[config.mk]
export PLATFORM = sky130hd
export DESIGN_NAME = ps2_host_tx
export DESIGN_NICKNAME = d
export VERILOG_FILES = /design/src/rtl/ps2_host_tx.sv
export SDC_FILE = /design/constraint.sdc
export NUM_CORES = 1
export LEC_CHECK = 0
export ABC_AREA = 1
export CAP_MARGIN = 10
export CORE_ASPECT_RATIO = 0.5
export CORE_MARGIN = 3
export CORE_UTILIZATION = 40
export CTS_BUF_LIST = sky130_fd_sc_hd__clkbuf_2 sky130_fd_sc_hd__clkbuf_4 sky130_fd_sc_hd__clkbuf_8
export DETAILED_ROUTE_END_ITERATION = 10
export PLACE_DENSITY = 0.6
export SYNTH_ARGS = -nofsm -noshare
export SYNTH_HDL_FRONTEND = slang
export SYNTH_SLANG_ARGS = --single-unit
[constraint.sdc]
create_clock -name clk -period 1.9 [get_ports clk]
set_input_delay 0.38 -clock clk [delete_from_list [all_inputs] [get_ports clk]]
set_output_delay 0.38 -clock clk [all_outputs]
set_load 0.1 [all_outputs]
[src/rtl/ps2_host_tx.sv]
// ps2_host_tx -- host-to-device PS/2 command transmitter.
//
// Sends one command byte (for example 0xED set-LEDs or 0xFF reset) to a
// keyboard. It shares the kbd_clk/kbd_dat lines with the receive path and
// drives them only through open-drain pull-low enables.
//
// Sequence:
//   1. Inhibit: hold clock low.
//   2. Request-to-send: pull data low.
//   3. Release the clock.
//   4. Shift data/parity/stop on device clock falls.
//   5. Sample the device ACK.
//   6. Wait for the bus to go idle.
//
// Ports:
//   clk, resetN        system clock, asynchronous active-low reset
//   din, din_valid     command byte and start request (accepted only when idle)
//   busy               high whenever a transaction is in progress
//   done               one-cycle pulse at the end of every transaction
//   ack_ok             1 = device acknowledged the last transaction
//   error              one-cycle pulse on timeout, coincident with done
//   kbd_clk, kbd_dat   raw pad inputs of the PS/2 lines
//   kbd_*_drive_low    registered pull-low enables for the pads
`timescale 1ns/1ps

module ps2_host_tx #(
  parameter int INHIBIT_CYCLES = 5000,
  parameter int TIMEOUT_CYCLES = 750000
) (
  input  logic       clk,
  input  logic       resetN,
  input  logic [7:0] din,
  input  logic       din_valid,
  output logic       busy,
  output logic       done,
  output logic       ack_ok,
  output logic       error,
  input  logic       kbd_clk,
  input  logic       kbd_dat,
  output logic       kbd_clk_drive_low,
  output logic       kbd_dat_drive_low
);

  localparam int CNT_W = $clog2(INHIBIT_CYCLES + 1);
  localparam int TMR_W = $clog2(TIMEOUT_CYCLES + 1);

  typedef enum logic [2:0] {
    S_IDLE, S_INHIBIT, S_REQ, S_TX, S_ACK, S_RELEASE, S_DONE, S_TOUT
  } state_t;

  state_t           state, state_next;
  logic [CNT_W-1:0] cnt;
  logic [TMR_W-1:0] timer;
  logic [3:0]       bitcnt;
  logic [9:0]       shift;       // {stop, parity, data}; bit 0 goes out next
  logic             clk_meta, clk_sync, clk_prev;
  logic             dat_meta, dat_sync;
  logic             fall;
  logic             timeout_hit;
  logic             clk_drive_d, dat_drive_d;

  // Two-flop synchronizers. They reset to 1 (idle bus), so that leaving
  // reset cannot look like a clock fall.
  // NOTE: sequential state uses non-blocking assignments only, so every
  // flop samples the pre-edge value of its neighbours.
  always_ff @(posedge clk or negedge resetN) begin
    if (!resetN) begin
      clk_meta <= 1'b1;
      clk_sync <= 1'b1;
      clk_prev <= 1'b1;
      dat_meta <= 1'b1;
      dat_sync <= 1'b1;
    end else begin
      clk_meta <= kbd_clk;
      clk_sync <= clk_meta;
      clk_prev <= clk_sync;
      dat_meta <= kbd_dat;
      dat_sync <= dat_meta;
    end
  end

  assign fall = clk_prev & ~clk_sync;

  // The 15 ms budget covers everything from clock release to bus idle.
  assign timeout_hit = (state == S_TX || state == S_ACK || state == S_RELEASE) &&
                       (timer == TMR_W'(TIMEOUT_CYCLES - 1));

  // State register
  always_ff @(posedge clk or negedge resetN) begin
    if (!resetN) state <= S_IDLE;
    else         state <= state_next;
  end

  // Next-state logic. A timeout is tested before any clock fall, so it wins.
  // NOTE: every always_comb output gets a default first, so no path can
  // leave it unassigned and infer a latch.
  always_comb begin
    state_next = state;
    case (state)
      S_IDLE:    if (din_valid) state_next = S_INHIBIT;
      S_INHIBIT: if (cnt == CNT_W'(INHIBIT_CYCLES - 1)) state_next = S_REQ;
      S_REQ:     state_next = S_TX;
      S_TX: begin
        if (timeout_hit)               state_next = S_TOUT;
        else if (fall && bitcnt == 4'd9) state_next = S_ACK;
      end
      S_ACK: begin
        if (timeout_hit) state_next = S_TOUT;
        else if (fall)   state_next = S_RELEASE;
      end
      S_RELEASE: begin
        if (timeout_hit)               state_next = S_TOUT;
        else if (clk_sync && dat_sync) state_next = S_DONE;
      end
      S_DONE:  state_next = S_IDLE;
      S_TOUT:  state_next = S_IDLE;
      default: state_next = S_IDLE;
    endcase
  end

  // Pad drive values for the coming state; they are registered below, so
  // the pads never see a combinational path from the inputs.
  // In TX the data drive holds its value between falls. It keeps the
  // start bit from REQ until the first fall, and updates only on falls.
  always_comb begin
    clk_drive_d = 1'b0;
    dat_drive_d = 1'b0;
    case (state_next)
      S_INHIBIT: clk_drive_d = 1'b1;
      S_REQ: begin
        clk_drive_d = 1'b1;
        dat_drive_d = 1'b1;
      end
      S_TX: dat_drive_d = (state == S_TX && fall) ? ~shift[0] : kbd_dat_drive_low;
      default: ;
    endcase
  end

  // Moore status outputs decoded straight from the state register
  assign busy  = (state != S_IDLE);
  assign done  = (state == S_DONE) || (state == S_TOUT);
  assign error = (state == S_TOUT);

  // Datapath: counters, frame shifter, result flag and pad drive registers
  always_ff @(posedge clk or negedge resetN) begin
    if (!resetN) begin
      cnt               <= '0;
      timer             <= '0;
      bitcnt            <= '0;
      shift             <= '0;
      ack_ok            <= 1'b0;
      kbd_clk_drive_low <= 1'b0;
      kbd_dat_drive_low <= 1'b0;
    end else begin
      kbd_clk_drive_low <= clk_drive_d;
      kbd_dat_drive_low <= dat_drive_d;
      case (state)
        S_IDLE: if (din_valid) begin
          shift  <= {1'b1, ~^din, din};   // stop, odd parity, data
          ack_ok <= 1'b0;
          cnt    <= '0;
        end
        S_INHIBIT: cnt <= cnt + 1'b1;
        S_REQ: begin
          bitcnt <= '0;
          timer  <= '0;
        end
        S_TX: begin
          timer <= timer + 1'b1;
          if (fall && !timeout_hit) begin
            shift  <= {1'b0, shift[9:1]};
            bitcnt <= bitcnt + 1'b1;
          end
        end
        S_ACK: begin
          timer <= timer + 1'b1;
          if (fall && !timeout_hit) ack_ok <= ~dat_sync;
        end
        S_RELEASE: timer <= timer + 1'b1;
        default: ;
      endcase
      if (timeout_hit) ack_ok <= 1'b0;
    end
  end

endmodule

==> metrics.cfg <==
[status]
outcome=finished clean

[layout]
final_cell_mix=91 x nand2_1, 51 x dfrtp_1, 44 x inv_1
post-route-cell-area_um2=3910
final_nets=454
post-route-util_pct=51.7
fillers=728
layout-drive-gt1-share_pct=19.0
final_common_cell=nand2_1
syn_to_final_growth_pct=21.7
num_antenna_cells=0

[clocking]
numCtsBuffers=9
h-tree-depth=3
clkTransAtPathRegs_ns=0.07
postCtsHoldBufs=0
clock-sinks=58
clock_path_buffers=2
tritoncts=built
clk_latency_ns=0.35
cts_root_buf=clkbuf_8

[global_routing]
overflow=0
grt_max_degree=59
grt_usage_pct=17.0
grt_pass1_wl_mm=12.6
antenna_found_initial=0
grt_pass1_vias=2764

[yosys]
synthesis.instances=400
ys_ff_latch=58
syn-cell-area_um2=3210
synth_fp_nets=417
ys_seq_area_share_pct=45.4
yosys_warnings=0
ys_types=43
syn_avg_cell_area_um2=8.03

[detailed_routing]
ant_nets=0
wl_per_cell_um=13.0
drt_wl_total_mm=7.14
viasPerCell=4.94
drc_errors=0
firstDrtPassIters=4
dr.first_iter.drc_count=206
dr_total_vias=2715

[pwr]
power_density_nw_per_um2=649
peakVddDrop_mv=0.371
p_leak_nw=1.84

[floorplanning]
fp-row-count=22
dieHeight_um=69.4
die-width_um=133
io-pin-count=19
die_area_um2=9210
coreArea_um2=7570
initial_core_util_pct=42.4

[min_path]
hold_class=primary input to async pin

[place]
dpl.hpwl_mm=5.20
dpl-instance-area_um2=3640
io_buffers=18
globalplace.congestion=0.911

[sta]
rsz0062_at_grt=yes
tightest_slew_ns=0.380
timing.final.crit_share_pct=95.4
max_clock_freq_ghz=0.551
fin_crit_ns=1.81
slew_headroom_pct=74.4
finClkSkew_ns=0.0126
setup_violations=0
hold_violations=0
maxSlewViolCount=0

[critical_path]
reg2regPathDepth=13
reg2reg_slack_ns=0.14
required_ns=1.52
worstSetupStartpointType=register
cp.arrival_ns=1.43
crit_type=register to output port
crit_fanout=5
end_kind=output port

[run]
cap_violations=0

-- synthesized netlist by cell type (all sizes together) --
cell,n,area [um2]
nand2,96,378
nor2,55,279
dfrtp,53,1330
inv,50,200
nand3,27,135
o21ai,27,135
a21oi,17,96.4
nor3,14,91.3
a31oi,11,75.1
nand4,7,43.8
xnor2,6,52.6
xor2,6,52.6
dfstp,5,131
buf,4,36.3
ha,4,50.1
o22ai,3,18.8
a22oi,2,15.0
mux2i,2,20.0
nor3b,2,15.0
a22o,1,8.76
a32o,1,10.0
and2,1,6.26
clkbuf,1,3.75
clkinv,1,3.75
nor4,1,6.26
o31ai,1,7.51
o32ai,1,8.76
or2,1,6.26
-- report_power, final --
part | total [mW] | switching [mW] | internal (mW)
Combinational | 0.0945 | 0.0494 | 0.0451
Sequential | 1.25 | 0.00329 | 1.24
Clock | 1.20 | 0.478 | 0.719
Total | 2.54 | 0.531 | 2.01
-- metrics by stage --
stage | TNS [ns] | cells | power, mW | setup WS, ns | hold slack (ns)
after floorplan | 0 | 400 | 1.30 | 0.124 | 0.0844
final | 0 | 550 | 2.54 | 0.0866 | 0.00988
after CTS | 0 | 549 | 2.59 | 0.0337 | 0.0178
after global routing | -0.0383 | 550 | 2.66 | -0.0177 | 0.0337
after global placement | 0 | 533 | 1.37 | 0.0964 | 0.346
after detailed placement | 0 | 533 | 1.37 | 0.0513 | 0.353
-- state kept, by name, summed over array words and instances, names as in the netlist --
| register | count |
|---|---|
| kbd_clk_drive_low | 1 |
| clk_sync | 1 |
| timer | 20 |
| dat_meta | 1 |
| ack_ok | 1 |
| bitcnt | 4 |
| dat_sync | 1 |
| state | 3 |
| clk_meta | 1 |
| clk_prev | 1 |
| kbd_dat_drive_low | 1 |
| shift | 10 |
| cnt | 13 |
-- layout make-up --
cell class / instances / area [um2] / share of cell area, %
Clock buffer: 14 / 174 / 4.45
Clock inverter: 2 / 35.0 / 0.896
Inverter: 51 / 204 / 5.21
Multi-Input combinational cell: 286 / 1570 / 40.1
Sequential cell: 58 / 1460 / 37.3
Tap cell: 108 / 135 / 3.45
Timing Repair Buffer: 31 / 333 / 8.51
-- final timing paths --
check / end / from
worst max-delay path: busy / state[1]
worst min-delay path: timer[13] / resetN
worst max register to register: kbd_dat_drive_low / timer[9]
worst min register to register: dat_sync / dat_meta
max in group asynchronous: clk_sync / resetN
min in group clk: dat_sync / dat_meta
-- critical path, cell delays in order, from the launching register on --
cell and delay, ns:
dfrtp_1 0.45, buf_4 0.19, nor2_1 0.17, inv_1 0.10
buf_12 0.17
-- logic make-up after synthesis --
group                      share of synthesized area [%]
AOI/OAI and AO/OA                                   11.7
xor gates and xnor gates                            3.27
adders and majority gates                           1.56
buffers and inverters                               7.59
DFF                                                 45.4
muxes                                              0.623
and+or+nand+nor                                     29.9
-- metal layers --
layer | wire length [um] | GRT usage (%) | vias to the layer above
met4 | 87 | 7.95 | 0
met3 | 314 | 6.01 | 9
met5 | 0 | 0 | -
li1 | - | - | 1378
met1 | 3290 | 21.0 | 1284
met2 | 3450 | 26.7 | 44
-- timing repair --
item / 4_1_cts / 5_1_grt
gates resized for setup: 0 / 18
setup endpoints to repair: 0 / 19
buffers inserted: 0 / 1
endpoints found under the hold margin: 0 / 0
No activity file was read; power rests on OpenSTA's default activity.
